**src/rtl/dt1_mem_arbiter_if.sv**
```systemverilog
// Bus bundle for the fetch/data to memory arbiter: fetch port, data port, memory port and stalls.
// The slave modport is the arbiter's view; the master modport is the view of the pipeline and memory around it.
interface dt1_mem_arbiter_if;
    logic        if_req;
    logic [31:0] if_addr;
    logic        if_kill;
    logic [31:0] if_rdata;
    logic        if_ready;

    logic        dm_req;
    logic        dm_we;
    logic [3:0]  dm_be;
    logic [31:0] dm_addr;
    logic [31:0] dm_wdata;
    logic [31:0] dm_rdata;
    logic        dm_ready;

    logic        mem_req;
    logic        mem_we;
    logic [3:0]  mem_be;
    logic [31:0] mem_addr;
    logic [31:0] mem_wdata;
    logic        mem_gnt;
    logic        mem_rvalid;
    logic [31:0] mem_rdata;

    logic        stall_if;
    logic        stall_dm;

    modport slave (
        input  if_req, if_addr, if_kill,
        output if_rdata, if_ready,
        input  dm_req, dm_we, dm_be, dm_addr, dm_wdata,
        output dm_rdata, dm_ready,
        output mem_req, mem_we, mem_be, mem_addr, mem_wdata,
        input  mem_gnt, mem_rvalid, mem_rdata,
        output stall_if, stall_dm
    );

    modport master (
        output if_req, if_addr, if_kill,
        input  if_rdata, if_ready,
        output dm_req, dm_we, dm_be, dm_addr, dm_wdata,
        input  dm_rdata, dm_ready,
        input  mem_req, mem_we, mem_be, mem_addr, mem_wdata,
        output mem_gnt, mem_rvalid, mem_rdata,
        input  stall_if, stall_dm
    );
endinterface

```
**src/rtl/dt1_mem_arbiter.sv**
```systemverilog
// Single-outstanding memory arbiter between instruction fetch and data ports.
// Data has priority; a fetch starved for STARVE_MAX consecutive data grants wins the next arbitration.
module dt1_mem_arbiter #(
    parameter int unsigned STARVE_MAX = 4
) (
    input  logic               clk,
    input  logic               rst,
    dt1_mem_arbiter_if.slave   bus
);

    localparam logic [1:0] S_IDLE = 2'd0;
    localparam logic [1:0] S_REQ  = 2'd1;
    localparam logic [1:0] S_WAIT = 2'd2;
    localparam logic [1:0] S_DONE = 2'd3;

    localparam logic OWN_IF = 1'b0;
    localparam logic OWN_DM = 1'b1;

    localparam int unsigned     CW      = (STARVE_MAX < 1) ? 1 : $clog2(STARVE_MAX + 1);
    localparam logic [CW-1:0]   CNT_MAX = CW'(STARVE_MAX);

    logic [1:0]    r_state;
    logic          r_owner;
    logic          r_killed;
    logic          r_we;
    logic [3:0]    r_be;
    logic [31:0]   r_addr;
    logic [31:0]   r_wdata;
    logic [31:0]   r_rsp;
    logic [31:0]   r_if_rdata;
    logic [31:0]   r_dm_rdata;
    logic [CW-1:0] r_cnt;

    logic w_any_req;
    logic w_pick_if;
    logic w_if_done;
    logic w_dm_done;

    assign w_any_req = bus.if_req | bus.dm_req;
    assign w_pick_if = bus.if_req & (~bus.dm_req | (r_cnt == CNT_MAX));
    // A kill arriving in DONE must still mask the completion, so fetch data is held in r_rsp until committed.
    assign w_if_done = (r_state == S_DONE) & (r_owner == OWN_IF) & ~r_killed & ~bus.if_kill;
    assign w_dm_done = (r_state == S_DONE) & (r_owner == OWN_DM);

    always_ff @(posedge clk or posedge rst) begin
        if (rst) begin
            r_state    <= S_IDLE;
            r_owner    <= OWN_IF;
            r_killed   <= 1'b0;
            r_we       <= 1'b0;
            r_be       <= '0;
            r_addr     <= '0;
            r_wdata    <= '0;
            r_rsp      <= '0;
            r_if_rdata <= '0;
            r_dm_rdata <= '0;
            r_cnt      <= '0;
        end else begin
            case (r_state)
                S_IDLE: begin
                    if (w_any_req) begin
                        r_killed <= 1'b0;
                        r_state  <= S_REQ;
                        if (w_pick_if) begin
                            r_owner <= OWN_IF;
                            r_addr  <= bus.if_addr;
                            r_we    <= 1'b0;
                            r_be    <= '0;
                            r_wdata <= '0;
                            r_cnt   <= '0;
                        end else begin
                            r_owner <= OWN_DM;
                            r_addr  <= bus.dm_addr;
                            r_we    <= bus.dm_we;
                            r_be    <= bus.dm_be;
                            r_wdata <= bus.dm_wdata;
                            // Data only wins at CNT_MAX when no fetch waits, so the increment saturates by itself.
                            r_cnt   <= bus.if_req ? r_cnt + 1'b1 : '0;
                        end
                    end
                end
                S_REQ: begin
                    if ((r_owner == OWN_IF) && bus.if_kill) begin
                        r_killed <= 1'b1;
                        r_state  <= bus.mem_gnt ? S_WAIT : S_IDLE;
                    end else if (bus.mem_gnt) begin
                        r_state <= S_WAIT;
                    end
                end
                S_WAIT: begin
                    if ((r_owner == OWN_IF) && bus.if_kill) begin
                        r_killed <= 1'b1;
                    end
                    if (bus.mem_rvalid) begin
                        r_state <= S_DONE;
                        if (r_owner == OWN_IF) begin
                            r_rsp <= bus.mem_rdata;
                        end else if (!r_we) begin
                            r_dm_rdata <= bus.mem_rdata;
                        end
                    end
                end
                default: begin
                    if (w_if_done) begin
                        r_if_rdata <= r_rsp;
                    end
                    r_state <= S_IDLE;
                end
            endcase
        end
    end

    assign bus.mem_req   = (r_state == S_REQ);
    assign bus.mem_we    = r_we;
    assign bus.mem_be    = r_be;
    assign bus.mem_addr  = r_addr;
    assign bus.mem_wdata = r_wdata;

    assign bus.if_ready  = w_if_done;
    assign bus.if_rdata  = w_if_done ? r_rsp : r_if_rdata;
    assign bus.dm_ready  = w_dm_done;
    assign bus.dm_rdata  = r_dm_rdata;

    assign bus.stall_if  = bus.if_req & ~bus.if_ready & ~bus.if_kill;
    assign bus.stall_dm  = bus.dm_req & ~bus.dm_ready;

endmodule

```
**src/flat_wrapper.sv**
```systemverilog
// flat-port wrapper written by rule: the top's interface ports become plain ports
module dt1_mem_arbiter_flat 
#(
    parameter int unsigned STARVE_MAX = 4
)
  (clk, rst, bus_if_req, bus_if_addr, bus_if_kill, bus_if_rdata, bus_if_ready, bus_dm_req, bus_dm_we, bus_dm_be, bus_dm_addr, bus_dm_wdata, bus_dm_rdata, bus_dm_ready, bus_mem_req, bus_mem_we, bus_mem_be, bus_mem_addr, bus_mem_wdata, bus_mem_gnt, bus_mem_rvalid, bus_mem_rdata, bus_stall_if, bus_stall_dm);
  dt1_mem_arbiter_if bus_i ();
  input  logic clk;
  input  logic rst;
  input wire logic [$bits(bus_i.if_req)-1:0] bus_if_req;
  input wire logic [$bits(bus_i.if_addr)-1:0] bus_if_addr;
  input wire logic [$bits(bus_i.if_kill)-1:0] bus_if_kill;
  output wire logic [$bits(bus_i.if_rdata)-1:0] bus_if_rdata;
  output wire logic [$bits(bus_i.if_ready)-1:0] bus_if_ready;
  input wire logic [$bits(bus_i.dm_req)-1:0] bus_dm_req;
  input wire logic [$bits(bus_i.dm_we)-1:0] bus_dm_we;
  input wire logic [$bits(bus_i.dm_be)-1:0] bus_dm_be;
  input wire logic [$bits(bus_i.dm_addr)-1:0] bus_dm_addr;
  input wire logic [$bits(bus_i.dm_wdata)-1:0] bus_dm_wdata;
  output wire logic [$bits(bus_i.dm_rdata)-1:0] bus_dm_rdata;
  output wire logic [$bits(bus_i.dm_ready)-1:0] bus_dm_ready;
  output wire logic [$bits(bus_i.mem_req)-1:0] bus_mem_req;
  output wire logic [$bits(bus_i.mem_we)-1:0] bus_mem_we;
  output wire logic [$bits(bus_i.mem_be)-1:0] bus_mem_be;
  output wire logic [$bits(bus_i.mem_addr)-1:0] bus_mem_addr;
  output wire logic [$bits(bus_i.mem_wdata)-1:0] bus_mem_wdata;
  input wire logic [$bits(bus_i.mem_gnt)-1:0] bus_mem_gnt;
  input wire logic [$bits(bus_i.mem_rvalid)-1:0] bus_mem_rvalid;
  input wire logic [$bits(bus_i.mem_rdata)-1:0] bus_mem_rdata;
  output wire logic [$bits(bus_i.stall_if)-1:0] bus_stall_if;
  output wire logic [$bits(bus_i.stall_dm)-1:0] bus_stall_dm;
  assign bus_i.if_req = bus_if_req;
  assign bus_i.if_addr = bus_if_addr;
  assign bus_i.if_kill = bus_if_kill;
  assign bus_if_rdata = bus_i.if_rdata;
  assign bus_if_ready = bus_i.if_ready;
  assign bus_i.dm_req = bus_dm_req;
  assign bus_i.dm_we = bus_dm_we;
  assign bus_i.dm_be = bus_dm_be;
  assign bus_i.dm_addr = bus_dm_addr;
  assign bus_i.dm_wdata = bus_dm_wdata;
  assign bus_dm_rdata = bus_i.dm_rdata;
  assign bus_dm_ready = bus_i.dm_ready;
  assign bus_mem_req = bus_i.mem_req;
  assign bus_mem_we = bus_i.mem_we;
  assign bus_mem_be = bus_i.mem_be;
  assign bus_mem_addr = bus_i.mem_addr;
  assign bus_mem_wdata = bus_i.mem_wdata;
  assign bus_i.mem_gnt = bus_mem_gnt;
  assign bus_i.mem_rvalid = bus_mem_rvalid;
  assign bus_i.mem_rdata = bus_mem_rdata;
  assign bus_stall_if = bus_i.stall_if;
  assign bus_stall_dm = bus_i.stall_dm;
  dt1_mem_arbiter #(.STARVE_MAX(STARVE_MAX)) u_core (.clk(clk), .rst(rst), .bus(bus_i));
endmodule
```
**config.mk**
```make
export PLATFORM = sky130hd
export DESIGN_NAME = dt1_mem_arbiter_flat
export DESIGN_NICKNAME = d
export VERILOG_FILES = /design/src/rtl/dt1_mem_arbiter_if.sv /design/src/rtl/dt1_mem_arbiter.sv /design/src/flat_wrapper.sv
export SDC_FILE = /design/constraint.sdc
export NUM_CORES = 1
export LEC_CHECK = 0
export BUFFER_PORTS_ARGS = -buffer_cell sky130_fd_sc_hd__buf_2
export CORE_AREA = 2 2 125 127
export DETAILED_ROUTE_END_ITERATION = 7
export DIE_AREA = 0 0 127 129
export GPL_TIMING_DRIVEN = 0
export HOLD_SLACK_MARGIN = 0.05
export PLACE_DENSITY = 0.89
export SLEW_MARGIN = 20
export SYNTH_ARGS = -nofsm -noshare
export SYNTH_HDL_FRONTEND = slang
export SYNTH_SLANG_ARGS = --single-unit
```
**constraint.sdc**
```tcl
create_clock -name clk -period 11.5 [get_ports clk]
set_input_delay 1.15 -clock clk [delete_from_list [all_inputs] [get_ports clk]]
set_output_delay 1.15 -clock clk [all_outputs]
set_load 0.01 [all_outputs]
```
==> summary.md, run 1 <==
| Metric | Value |
|---|---|
| Clock share of power | 22.3% |
| Antenna cells | 0 |
| Initial antenna violation count | 0 |
| Total chip power | 2.70 mW |
| CTS Buffer Depth | 2 |
| Post-Synthesis Cells | 633 |
| Setup_tns | 0 ns |
| Switching power | 961 uW |
| Post-Route WL | 19.2 mm |
| Avg Vias per Cell | 5.30 |
| Combinational power share | 38.6% |
| P_leak | 4.83 nW |
| Nets@finish | 1076 |
| Largest net degree at the start of global routing | 105 |
| Num CTS Buffers | 17 |
| Status | finished, final reports clean |
| Critical Path AT | 2.59 ns |
| Skew-Pair Late Insertion Delay | 0.42 ns |
| Layout cells sized above 1 | 50.2% |
| Clk sinks | 172 |
| WL per Instance | 17.0 um |
| Setup Skew | 0.00766 ns |
| Total GRT Usage | 23.3% |
| Mapped Avg Cell Area | 11.8 um^2 |
| Post-synth net total | 779 |
| DRC | 0 |
| Most common cell after layout, fill and taps aside | buf_2 |
| Top FF cell, synth | dfrtp_1 |
| CTS resizes | 0 |
| Reg power frac | 39.1% |
| Post-synthesis sequential area ratio | 57.6% |
| RSZ-0062 raised after global routing | false |
| CP max FO | 10 |
| Period utilization | 32.5% |
| Mapped cell area | 7470 um^2 |
| Finished Core Util | 65.1% |
| I/O pin cnt | 278 |
| Endpoint class of the critical path | output port |
| Hold crit path type | reg2reg |
| Post-DP HPWL | 14.2 mm |
| Yosys cell types | 34 |
| Most frequent cells in the layout | 303 x buf_2, 172 x dfrtp_1, 142 x nand2_1 |
| IO buf count | 277 |
| Synth Warn # | 0 |
| First-pass GRT wire length | 30.2 mm |
| CTS tree | done |
| Ys async rst share | 100% |
| Placement row count | 45 |
| Final hold vios | 0 |
| Core area | 15000 um^2 |
| Vias in the first global route | 6134 |
| Initial Util | 49.9% |
| Synth Register Bits | 172 |
| Fin. max-slew vios | 0 |
| PD cells | 277 nW/um^2 |
| Slew Limit Headroom | 65.9% |
| RePlAce Congestion | 0.817 |
| Overflow after GRT | 0 |
| WP data required | 10.35 ns |
| Final ANT Viol Nets | 0 |
| Post-synth EDFFs | 0 |
| Startpoint types | primary input |
| CTS root buf | clkbuf_16 |
| VDD IR max | 0.157 mV |
| Final period demand of the worst path | 3.74 ns |
| Drt first-iter violations | 293 |
| Area grow syn2layout | 30.5% |
| Sw Share | 35.6% |
| Die width | 127 um |
| Finish-stage setup viols | 0 |
| Post-CTS Setup Inserts | 0 |
| First drt pass iteration count | 4 |
| Die area | 16400 um^2 |
| Clk slew on worst S/H paths | 0.07 ns |
| Max-cap viol count | 0 |
| Internal power | 1.74 mW |
| Die height | 129 um |
| H-tree levels | 4 |
| Hold buffers post-CTS | 0 |
| Max Freq | 0.268 GHz |
| Crit path kind | in2out |
| Least-Margin Pin Slew | 0.512 ns |
| Via count | 5988 |
## critical path, cell delays in order
cell,delay (ns)
buf_2,0.12
nor4b_2,0.36
buf_4,0.27
buf_6,0.18
mux2_2,0.35
buf_2,0.15
## area by class of cell
cell class                 instances  area [um^2]
tap                              188          235
clock buffer                      18          439
inverter                           6         30.0
sequential                       172         4300
timing repair buffer             278         1410
buffer                            48          254
multi-input combinational        407         2890
fill                            1145         5230
clock inverter                    13          183
## flip-flops by register name, summed over array words and instances (netlist names)
| signal | count |
|---|---|
| u_core.bus.dm_rdata | 32 |
| u_core.bus.mem_addr | 32 |
| u_core.bus.mem_wdata | 32 |
| u_core.r_if_rdata | 32 |
| u_core.r_rsp | 32 |
| u_core.bus.mem_be | 4 |
| u_core.r_cnt | 3 |
| u_core.r_state | 2 |
| u_core.bus.mem_we | 1 |
| u_core.r_killed | 1 |
| u_core.r_owner | 1 |
## metal layers
metal / GRT usage (%) / wire length, um
met5: 0 / 0
met4: 6.27 / 258
met3: 5.86 / 1330
met2: 42.1 / 9960
met1: 28.0 / 7680
## metrics by stage
stage	area, um^2	std cells	worst slack (ns)	hold WS (ns)
floorplan	7470	633	5.69	0.477
global placement	9090	1098	3.87	0.457
detailed placement	9130	1099	7.70	0.465
CTS	9750	1130	7.70	0.480
global route	9750	1130	7.64	0.505
finish	9750	1130	7.76	0.472
## logic make-up after synthesis
family          after synthesis  synth area share [%]
compound gates               83                  7.08
fa+ha+maj                     6                  1.00
buf+inv                      54                  3.70
flops                       172                  57.6
mux                         129                  19.4
simple gates                189                  11.2
## cell usage after synthesis (2+ instances only)
| cell | instances | share of area [%] |
|---|---|---|
| nand4_1 | 32 | 2.7 |
| nor3b_1 | 2 | 0.20 |
| a21oi_1 | 2 | 0.13 |
| o21ai_0 | 36 | 2.4 |
| nor3_1 | 2 | 0.13 |
| nand2_1 | 142 | 7.1 |
| o211ai_1 | 32 | 3.2 |
| inv_1 | 6 | 0.30 |
| o21ai_1 | 4 | 0.27 |
| buf_6 | 4 | 0.60 |
| ha_1 | 6 | 1.0 |
| buf_2 | 26 | 1.7 |
| buf_4 | 3 | 0.30 |
| nor2_1 | 2 | 0.10 |
| and2_1 | 2 | 0.17 |
| clkbuf_1 | 15 | 0.75 |
| dfrtp_1 | 172 | 58 |
| nor2b_1 | 2 | 0.17 |
| mux2_2 | 128 | 19 |
## path summary, 6_finish.rpt
kind,startpoint,to,slack [ns],cells past startpoint
max reg2reg,u_core.r_state[0],u_core.bus.mem_addr[17],9.59,8
min in group asynchronous,rst,u_core.bus.mem_wdata[25],0.76,2
max,bus_if_kill,bus_if_rdata[4],7.76,6
min reg2reg,u_core.bus.mem_wdata[8],u_core.bus.mem_wdata[8],0.47,2
max in group asynchronous,rst,u_core.bus.mem_addr[29],9.87,3
min,u_core.bus.mem_wdata[8],u_core.bus.mem_wdata[8],0.47,2
## power by group through the flow
stage               Combinational (mW)  Clock (mW)  Sequential, mW
floorplan                        0.572           0            1.11
global placement                  1.01           0            1.04
detailed placement                1.05           0            1.06
CTS                               1.05       0.613            1.05
global route                      1.14       0.639            1.09
finish                            1.04       0.601            1.06
Note: power is estimated with default switching activity, not from simulation.
==> run 2, diff against run 1 <==
--- a/config.mk
+++ b/config.mk
@@ -5,13 +5,14 @@
 export SDC_FILE = /design/constraint.sdc
 export NUM_CORES = 1
 export LEC_CHECK = 0
+export ABC_AREA = 1
 export BUFFER_PORTS_ARGS = -buffer_cell sky130_fd_sc_hd__buf_2
-export CORE_AREA = 2 2 125 127
+export CORE_AREA = 2 2 132 134
 export DETAILED_ROUTE_END_ITERATION = 7
-export DIE_AREA = 0 0 127 129
+export DIE_AREA = 0 0 134 136
 export GPL_TIMING_DRIVEN = 0
 export HOLD_SLACK_MARGIN = 0.05
-export PLACE_DENSITY = 0.89
+export PLACE_DENSITY = 0.84
 export SLEW_MARGIN = 20
 export SYNTH_ARGS = -nofsm -noshare
 export SYNTH_HDL_FRONTEND = slang
==> constraint.sdc (replaced) <==
create_clock -name clk -period 3 [get_ports clk]
set_input_delay 0.3 -clock clk [delete_from_list [all_inputs] [get_ports clk]]
set_output_delay 0.3 -clock clk [all_outputs]
set_load 0.01 [all_outputs]
==> run 2 against run 1 <==
Combinational power rose to 3.4 times the previous value; clock skew rose by 0.0033 ns; worst hold slack got worse by 0.38 ns; first-iteration DRC count rose by 23%; clock-buffer cell count fell by 1; final cell count rose by 29%; register-to-register slack got worse by 8.4 ns; sequential cell count did not move; clock power rose to 3.8 times the previous value.
==> summary.md, run 2 <==
| Metric | Value |
|---|---|
| R2R depth | 8 (unchanged) |
| Area of the multi-input gates | 2510 um^2 (-13%) |
| I/O pin cnt | 278 (unchanged) |
| Top FF cell, synth | dfrtp_1 |
| Layout Cells excl Fill | 1459 (+29%) |
| Die area | 18200 um^2 (+11%) |
| Most instantiated library cell after synthesis | nand2_1 |
| RSZ-0062 raised after global routing | false |
| Initial Util | 44.2% (-5.7 points) |
| RePlAce Congestion | 0.832 (+1.9%) |
| Most common cell after layout, fill and taps aside | nand2_1 |
| VDD IR max | 0.522 mV (+230%) |
| Post-Route WL | 21.2 mm (+10%) |
| Ys async rst share | 100% (unchanged) |
| Area grow syn2layout | 32.0% |
| Post-DP HPWL | 16.1 mm (+13%) |
| DRC | 0 (unchanged) |
| Post-synth net total | 1064 (+37%) |
| Fill cell count | 1479 (+29%) |
| First-pass GRT wire length | 34.1 mm (+13%) |
| Cell area after layout | 9860 um^2 (+1.1%) |
| Die width | 134 um (+5.5%) |
| Reg power frac | 39.7% (+0.6 points) |
| Final period demand of the worst path | 2.48 ns |
| Combinational power share | 36.7% (-1.9 points) |
| Placement row count | 48 (+6.7%) |
| Nets@finish | 1365 (+27%) |
| Switching power | 3.69 mW (+280%) |
| Startpoint types | flop |
| Via count | 6980 (+17%) |
| Synth Warn # | 0 (unchanged) |
| Sw Share | 37.9% (+2.3 points) |
| Total GRT Usage | 23.7% (+0.36 points) |
| Start point of the critical path | u_core.r_state[1] |
| Reg2Reg Setup Slack | 1.15 ns (-8.44 ns) |
| Final hold vios | 0 (unchanged) |
| Sequential cell area | 4300 um^2 (unchanged) |
| Synth cell count leaders | 389 x nand2_1, 172 x dfrtp_1, 111 x inv_1 |
| CP max FO | 10 (unchanged) |
| WP data required | 2.70 ns (-7.65 ns) |
| Endpoint class of the critical path | output port |
| Most frequent cells in the layout | 389 x nand2_1, 308 x buf_2, 172 x dfrtp_1 |
| Skew-Pair Late Insertion Delay | 0.43 ns (about the same) |
| Core area | 16900 um^2 (+13%) |
| Max Freq | 0.403 GHz |
| Drt first-iter violations | 360 (+23%) |
| Least-Margin Pin Slew | 0.568 ns (+0.0563 ns) |
| CTS tree | done |
| Yosys cell types | 21 (-38%) |
| Status | finished, final reports clean |
| CTS root buf | clkbuf_16 |
| Hold buffers post-CTS | 1 (+1) |
| Clock share of power | 23.6% (+1.3 points) |
| Overflow after GRT | 0 (unchanged) |
| Layout cells sized above 1 | 28.8% (-21 points) |
| Hold crit path type | in2reg |
| Vias in the first global route | 6903 (+13%) |
| Initial antenna violation count | 3 (+3) |
| P_leak | 6.04 nW (+25%) |
| Fin. max-slew vios | 0 (unchanged) |
| Setup Skew | 0.0109 ns (+0.00326 ns) |
| Worst R2R End | u_core.bus.dm_rdata[18] |
| Largest net degree at the start of global routing | 36 (-66%) |
| Placed cell count | 1424 (+30%) |
| Final ANT Viol Nets | 0 (unchanged) |
| Area leader, netlist | dfrtp_1 |
| Internal power | 6.04 mW (+250%) |
| Period utilization | 82.7% |
| Max-cap viol count | 0 (unchanged) |
| Critical Path AT | 2.18 ns (-0.41 ns) |
| Avg Vias per Cell | 4.78 (-9.7%) |
| Finish-stage setup viols | 0 (unchanged) |
| Clk sinks | 172 (unchanged) |
| CTS Buffer Depth | 2 (unchanged) |
| Post-synth EDFFs | 0 (unchanged) |
| WHS | 0.0901 ns (-0.382 ns) |
| Endpoint, Worst Hold | u_core.bus.mem_wdata[18] |
| CTS resizes | 0 (unchanged) |
| Synth area leaders | dfrtp_1 58%, nand2_1 20%, nand3_1 7.0% |
| PD cells | 987 nW/um^2 (+260%) |
| Slew Limit Headroom | 62.1% (-3.8 points) |
| WL per Instance | 14.5 um (-15%) |
| Synth Register Bits | 172 (unchanged) |
| Crit path kind | reg2out |
| Post-synthesis sequential area ratio | 57.7% (+0.068 points) |
| Hold_sp | bus_dm_wdata[18] |
| WHS Path Cells | 3 (+1) |
| Post-CTS Setup Inserts | 0 (unchanged) |
| Mapped Avg Cell Area | 8.13 um^2 (-31%) |
| Dpl cell area | 9230 um^2 (+1.1%) |
| Post-Synthesis Cells | 918 (+45%) |
| R2R Path Start | u_core.r_state[0] |
| IO buf count | 276 (-0.36%) |
| Share of the synthesized area in the top cell type | 57.7% (+0.068 points) |
| Clk slew on worst S/H paths | 0.07 ns (about the same) |
| First drt pass iteration count | 5 (+1) |
| Num CTS Buffers | 17 (unchanged) |
| Mapped cell area | 7460 um^2 (-0.12%) |
| H-tree levels | 4 (unchanged) |
| Die height | 136 um (+5.4%) |
-- run 2: cell count changes in the layout (fill, tap and decap cells not counted), moves of 9 or more --
cell	previous run	this run
inv_1	5	110
mux2_2	128	0
nand2_1	142	389
nand3_1	0	104
nand4_1	32	2
nor2_1	2	11
o211ai_1	32	0
o21ai_0	36	66
-- run 2: cells by family (layout without fill, tap and decap cells) --
kind of cell	after synthesis	in the layout	synth area share, %
xor gates and xnor gates	1	1	0.117
DFF	172	172	57.7
and+or+nand+nor	511	511	28.0
buffers and inverters	160	473	8.67
AOI/OAI and AO/OA	68	68	4.58
other	0	3	0
adders and majority gates	6	6	1.01
-- run 2: final cells by class --
cell class | instances | area share, %
Buffer | 46 | 2.20
Inverter | 114 | 4.41
Multi-Input combinational cell | 586 | 25.5
Timing Repair Buffer | 282 | 15.1
Clock buffer | 17 | 4.32
Sequential cell | 172 | 43.7
Tap cell | 225 | 2.86
Clock inverter | 14 | 1.84
Antenna cell | 3 | 0.0762
-- run 2: layer usage --
| layer | vias up | share of wire [%] | track usage, % |
|---|---|---|---|
| met1 | 3261 | 40 | 27.7 |
| met5 | - | 0 | 0 |
| met4 | 0 | 2.6 | 9.93 |
| met3 | 35 | 8.2 | 6.86 |
| li1 | 3416 | - | - |
| met2 | 268 | 49 | 40.9 |
-- run 2: worst max-delay path, stage by stage, from the launching register on --
cell     delay [ns]
dfrtp_1        0.43
ha_1           0.28
nand3_2        0.23
inv_2          0.18
buf_2          0.28
nand2_1        0.11
nand2_1        0.09
buf_2          0.17
-- run 2: through the flow --
stage	TNS, ns	utilization [%]	power [mW]	worst slack (ns)
6_report	0	58.4	9.73	0.518
3_5_place_dp	0	54.7	7.47	0.911
5_1_grt	0	58.4	10.5	0.322
4_1_cts	0	58.4	9.80	0.419
3_3_place_gp	-86.67	54.1	7.31	-0.518
2_1_floorplan	0	-	5.91	0.503
-- run 2: how the worst max path moves through the flow --
stage	endpoint	slack (ns)	cells after the start
floorplan	u_core.bus.dm_rdata[0]	0.50	1
global placement	u_core.bus.mem_addr[10]	-0.52	2
detailed placement	bus_if_rdata[22]	0.91	7
CTS	bus_if_rdata[22]	0.42	7
global route	bus_if_rdata[22]	0.32	7
finish	bus_if_rdata[22]	0.52	7
-- run 2: power groups by stage --
| stage | Clock [mW] | Sequential (mW) | Combinational (mW) |
|---|---|---|---|
| finish | 2.29 | 3.87 | 3.57 |
| floorplan | 0 | 4.14 | 1.77 |
| CTS | 2.33 | 3.86 | 3.62 |
| global placement | 0 | 3.87 | 3.45 |
| global route | 2.43 | 3.99 | 4.04 |
| detailed placement | 0 | 3.88 | 3.59 |
==> run 3, diff against run 2 <==
--- a/config.mk
+++ b/config.mk
@@ -5,14 +5,14 @@
 export SDC_FILE = /design/constraint.sdc
 export NUM_CORES = 1
 export LEC_CHECK = 0
-export ABC_AREA = 1
+export ABC_AREA = 0
 export BUFFER_PORTS_ARGS = -buffer_cell sky130_fd_sc_hd__buf_2
-export CORE_AREA = 2 2 132 134
+export CORE_AREA = 2 2 126 128
 export DETAILED_ROUTE_END_ITERATION = 7
-export DIE_AREA = 0 0 134 136
+export DIE_AREA = 0 0 128 130
 export GPL_TIMING_DRIVEN = 0
 export HOLD_SLACK_MARGIN = 0.05
-export PLACE_DENSITY = 0.84
+export PLACE_DENSITY = 0.88
 export SLEW_MARGIN = 20
 export SYNTH_ARGS = -nofsm -noshare
 export SYNTH_HDL_FRONTEND = slang
==> constraint.sdc (replaced) <==
create_clock -name clk -period 2.5 [get_ports clk]
set_input_delay 0.25 -clock clk [delete_from_list [all_inputs] [get_ports clk]]
set_output_delay 0.25 -clock clk [all_outputs]
set_load 0.01 [all_outputs]
==> run 3 against run 2 <==
Clock skew decreased by 0.0020 ns; largest power group is now combinational cells; non-clock buffer count increased by 23; sequential power increased by 26%; global-route usage increased by 0.28 points; combinational power increased by 37%; clock power increased by 24%; total power increased by 30%.
==> summary.md, run 3 (synthesis results as in run 1) <==
| Metric | Value |
|---|---|
| First-pass GRT wire length | 30.8 mm (-9.6%) |
| Critical Path AT | 2.17 ns (about the same) |
| Endpoint class of the critical path | output port |
| Clk sinks | 172 (unchanged) |
| Drt first-iter violations | 318 (-12%) |
| Least-Margin Pin Slew | 0.527 ns (-0.0406 ns) |
| RePlAce Congestion | 0.808 (-2.9%) |
| DRC | 0 (unchanged) |
| CTS Buffer Depth | 2 (unchanged) |
| Slew Limit Headroom | 64.8% (+2.6 points) |
| P_leak | 4.97 nW (-18%) |
| Slowest CP cell | dfrtp_1 |
| Initial Util | 48.5% (+4.2 points) |
| CTS root buf | clkbuf_16 |
| Layout Cells excl Fill | 1160 (-20%) |
| IO buf count | 277 (+0.36%) |
| Period utilization | 96.9% |
| Placement row count | 46 (-4.2%) |
| Antenna cells | 0 (-3) |
| Die width | 128 um (-4.5%) |
| Fill cell count | 1137 (-23%) |
| Finish-stage setup viols | 0 (unchanged) |
| Via count | 6220 (-11%) |
| Final ANT Viol Nets | 0 (unchanged) |
| CP Cell Sequence | ha_4, nor4b_4, buf_6, buf_6, mux2_2, buf_2 |
| Post-Route WL | 20.0 mm (-5.8%) |
| Most common cell after layout, fill and taps aside | buf_2 |
| Core area | 15400 um^2 (-8.6%) |
| Crit path kind | reg2out |
| PD cells | 1260 nW/um^2 (+27%) |
| Hold crit path type | in2reg |
| Area grow syn2layout | 34.7% |
| Skew-Pair Late Insertion Delay | 0.43 ns (about the same) |
| Num CTS Buffers | 17 (unchanged) |
| Post-DP HPWL | 14.4 mm (-11%) |
| Crit-path most repeated cell | buf_6 |
| Final hold vios | 0 (unchanged) |
| Final period demand of the worst path | 2.42 ns |
| Vias in the first global route | 6059 (-12%) |
| WP data required | 2.25 ns (-0.45 ns) |
| Max Freq | 0.413 GHz |
| Clk slew on worst S/H paths | 0.07 ns (about the same) |
| Nets@finish | 1101 (-19%) |
| Placed cell count | 1107 (-22%) |
| Avg Vias per Cell | 5.36 (+12%) |
| Area of the multi-input gates | 2910 um^2 (+16%) |
| CP max FO | 10 (unchanged) |
| Total chip power | 12.6 mW (+30%) |
| Die area | 16600 um^2 (-8.7%) |
| CTS tree | done |
| Status | finished, final reports clean |
| Startpoint types | flop |
| Fin. max-slew vios | 0 (unchanged) |
| RSZ-0062 raised after global routing | true |
| Die height | 130 um (-4.4%) |
| Setup Skew | 0.00888 ns (-0.00204 ns) |
| Total GRT Usage | 24.0% (+0.28 points) |
| Layout cells sized above 1 | 50.1% (+21 points) |
| Max stage delay on crit path | 0.41 ns (-0.02 ns) |
| Most frequent cells in the layout | 302 x buf_2, 171 x dfrtp_1, 142 x nand2_1 |
| First drt pass iteration count | 5 (unchanged) |
| Initial antenna violation count | 0 (-3) |
| VDD IR max | 0.655 mV (+26%) |
| Max-cap viol count | 0 (unchanged) |
| Largest net degree at the start of global routing | 36 (unchanged) |
| Overflow after GRT | 0 (unchanged) |
| I/O pin cnt | 278 (unchanged) |
| Sequential cell area | 4310 um^2 (about the same) |
| WL per Instance | 17.2 um (+19%) |
| H-tree levels | 4 (unchanged) |
## run 3: changes by cell type in the layout (fill, tap and decap cells not counted), moves of 32 or more
| cell | previous run | this run |
|---|---|---|
| inv_1 | 110 | 5 |
| o211ai_1 | 0 | 32 |
| nand3_1 | 104 | 0 |
| mux2_2 | 0 | 128 |
| nand2_1 | 389 | 142 |
## run 3: metrics by stage
step           hold WS (ns)  cell area, um^2  setup TNS (ns)  utilization, %  setup slack (ns)
3_3_place_gp          0.458             9100         -159.28            59.0            -0.940
5_1_grt              0.0562            10100        -0.00639            65.3          -0.00429
3_5_place_dp          0.322             9210               0            59.7             0.227
4_1_cts              0.0500            10000               0            65.1            0.0116
2_1_floorplan         0.377             7480               0               -            0.0533
6_report             0.0615            10100               0            65.3            0.0776
## run 3: layer usage
| layer | up-vias | routed length, um | GRT usage, % |
|---|---|---|---|
| li1 | 2858 | - | - |
| met1 | 3023 | 7570 | 27.7 |
| met2 | 288 | 10400 | 43.0 |
| met3 | 49 | 1370 | 5.49 |
| met4 | 2 | 620 | 10.4 |
| met5 | - | 6 | 0 |
## run 3: final timing paths
path	start	to	cells past startpoint	slack [ns]
setup reg to reg	u_core.r_state[0]	u_core.bus.mem_be[0]	7	0.50
hold / removal	bus_dm_wdata[4]	u_core.bus.mem_wdata[4]	3	0.06
max in group asynchronous	rst	u_core.bus.mem_wdata[28]	6	1.13
hold reg to reg	u_core.bus.mem_wdata[8]	u_core.bus.mem_wdata[8]	2	0.48
min in group asynchronous	rst	u_core.r_rsp[1]	3	0.42
setup / recovery	u_core.r_state[0]	bus_if_rdata[31]	6	0.08
## run 3: cell type report
cell class / instances / area share (%)
Buffer: 48 / 2.59
Clock buffer: 18 / 4.26
Clock inverter: 14 / 2.01
Inverter: 6 / 0.261
Multi-Input combinational cell: 407 / 28.9
Sequential cell: 172 / 42.8
Tap cell: 192 / 2.39
Timing Repair Buffer: 303 / 16.8
## run 3: worst max-delay path: cells and delay by family (launching register included)
kind / cells / cell delay, ns
multiplexers: 1 / 0.36
flip-flops: 1 / 0.41
AND/OR/NAND/NOR: 1 / 0.29
adder cells (fa/ha/maj): 1 / 0.18
buffers and inverters: 3 / 0.51
## run 3: what timing repair did
item	in CTS	in global routing
pin swaps	0	1
hold buffers	15	0
endpoints found under the hold margin	35	0
setup endpoints to repair	32	24
buffers inserted	3	3
resized for setup	5	1
## run 3: report_power, final
| group | leakage [nW] | switching, mW | total [mW] | internal [mW] |
|---|---|---|---|---|
| sequential | 2.13 | 0.770 | 4.88 | 4.11 |
| clock | 0.312 | 1.16 | 2.85 | 1.70 |
| combinational | 2.53 | 2.56 | 4.90 | 2.34 |
| total | 4.97 | 4.49 | 12.6 | 8.15 |
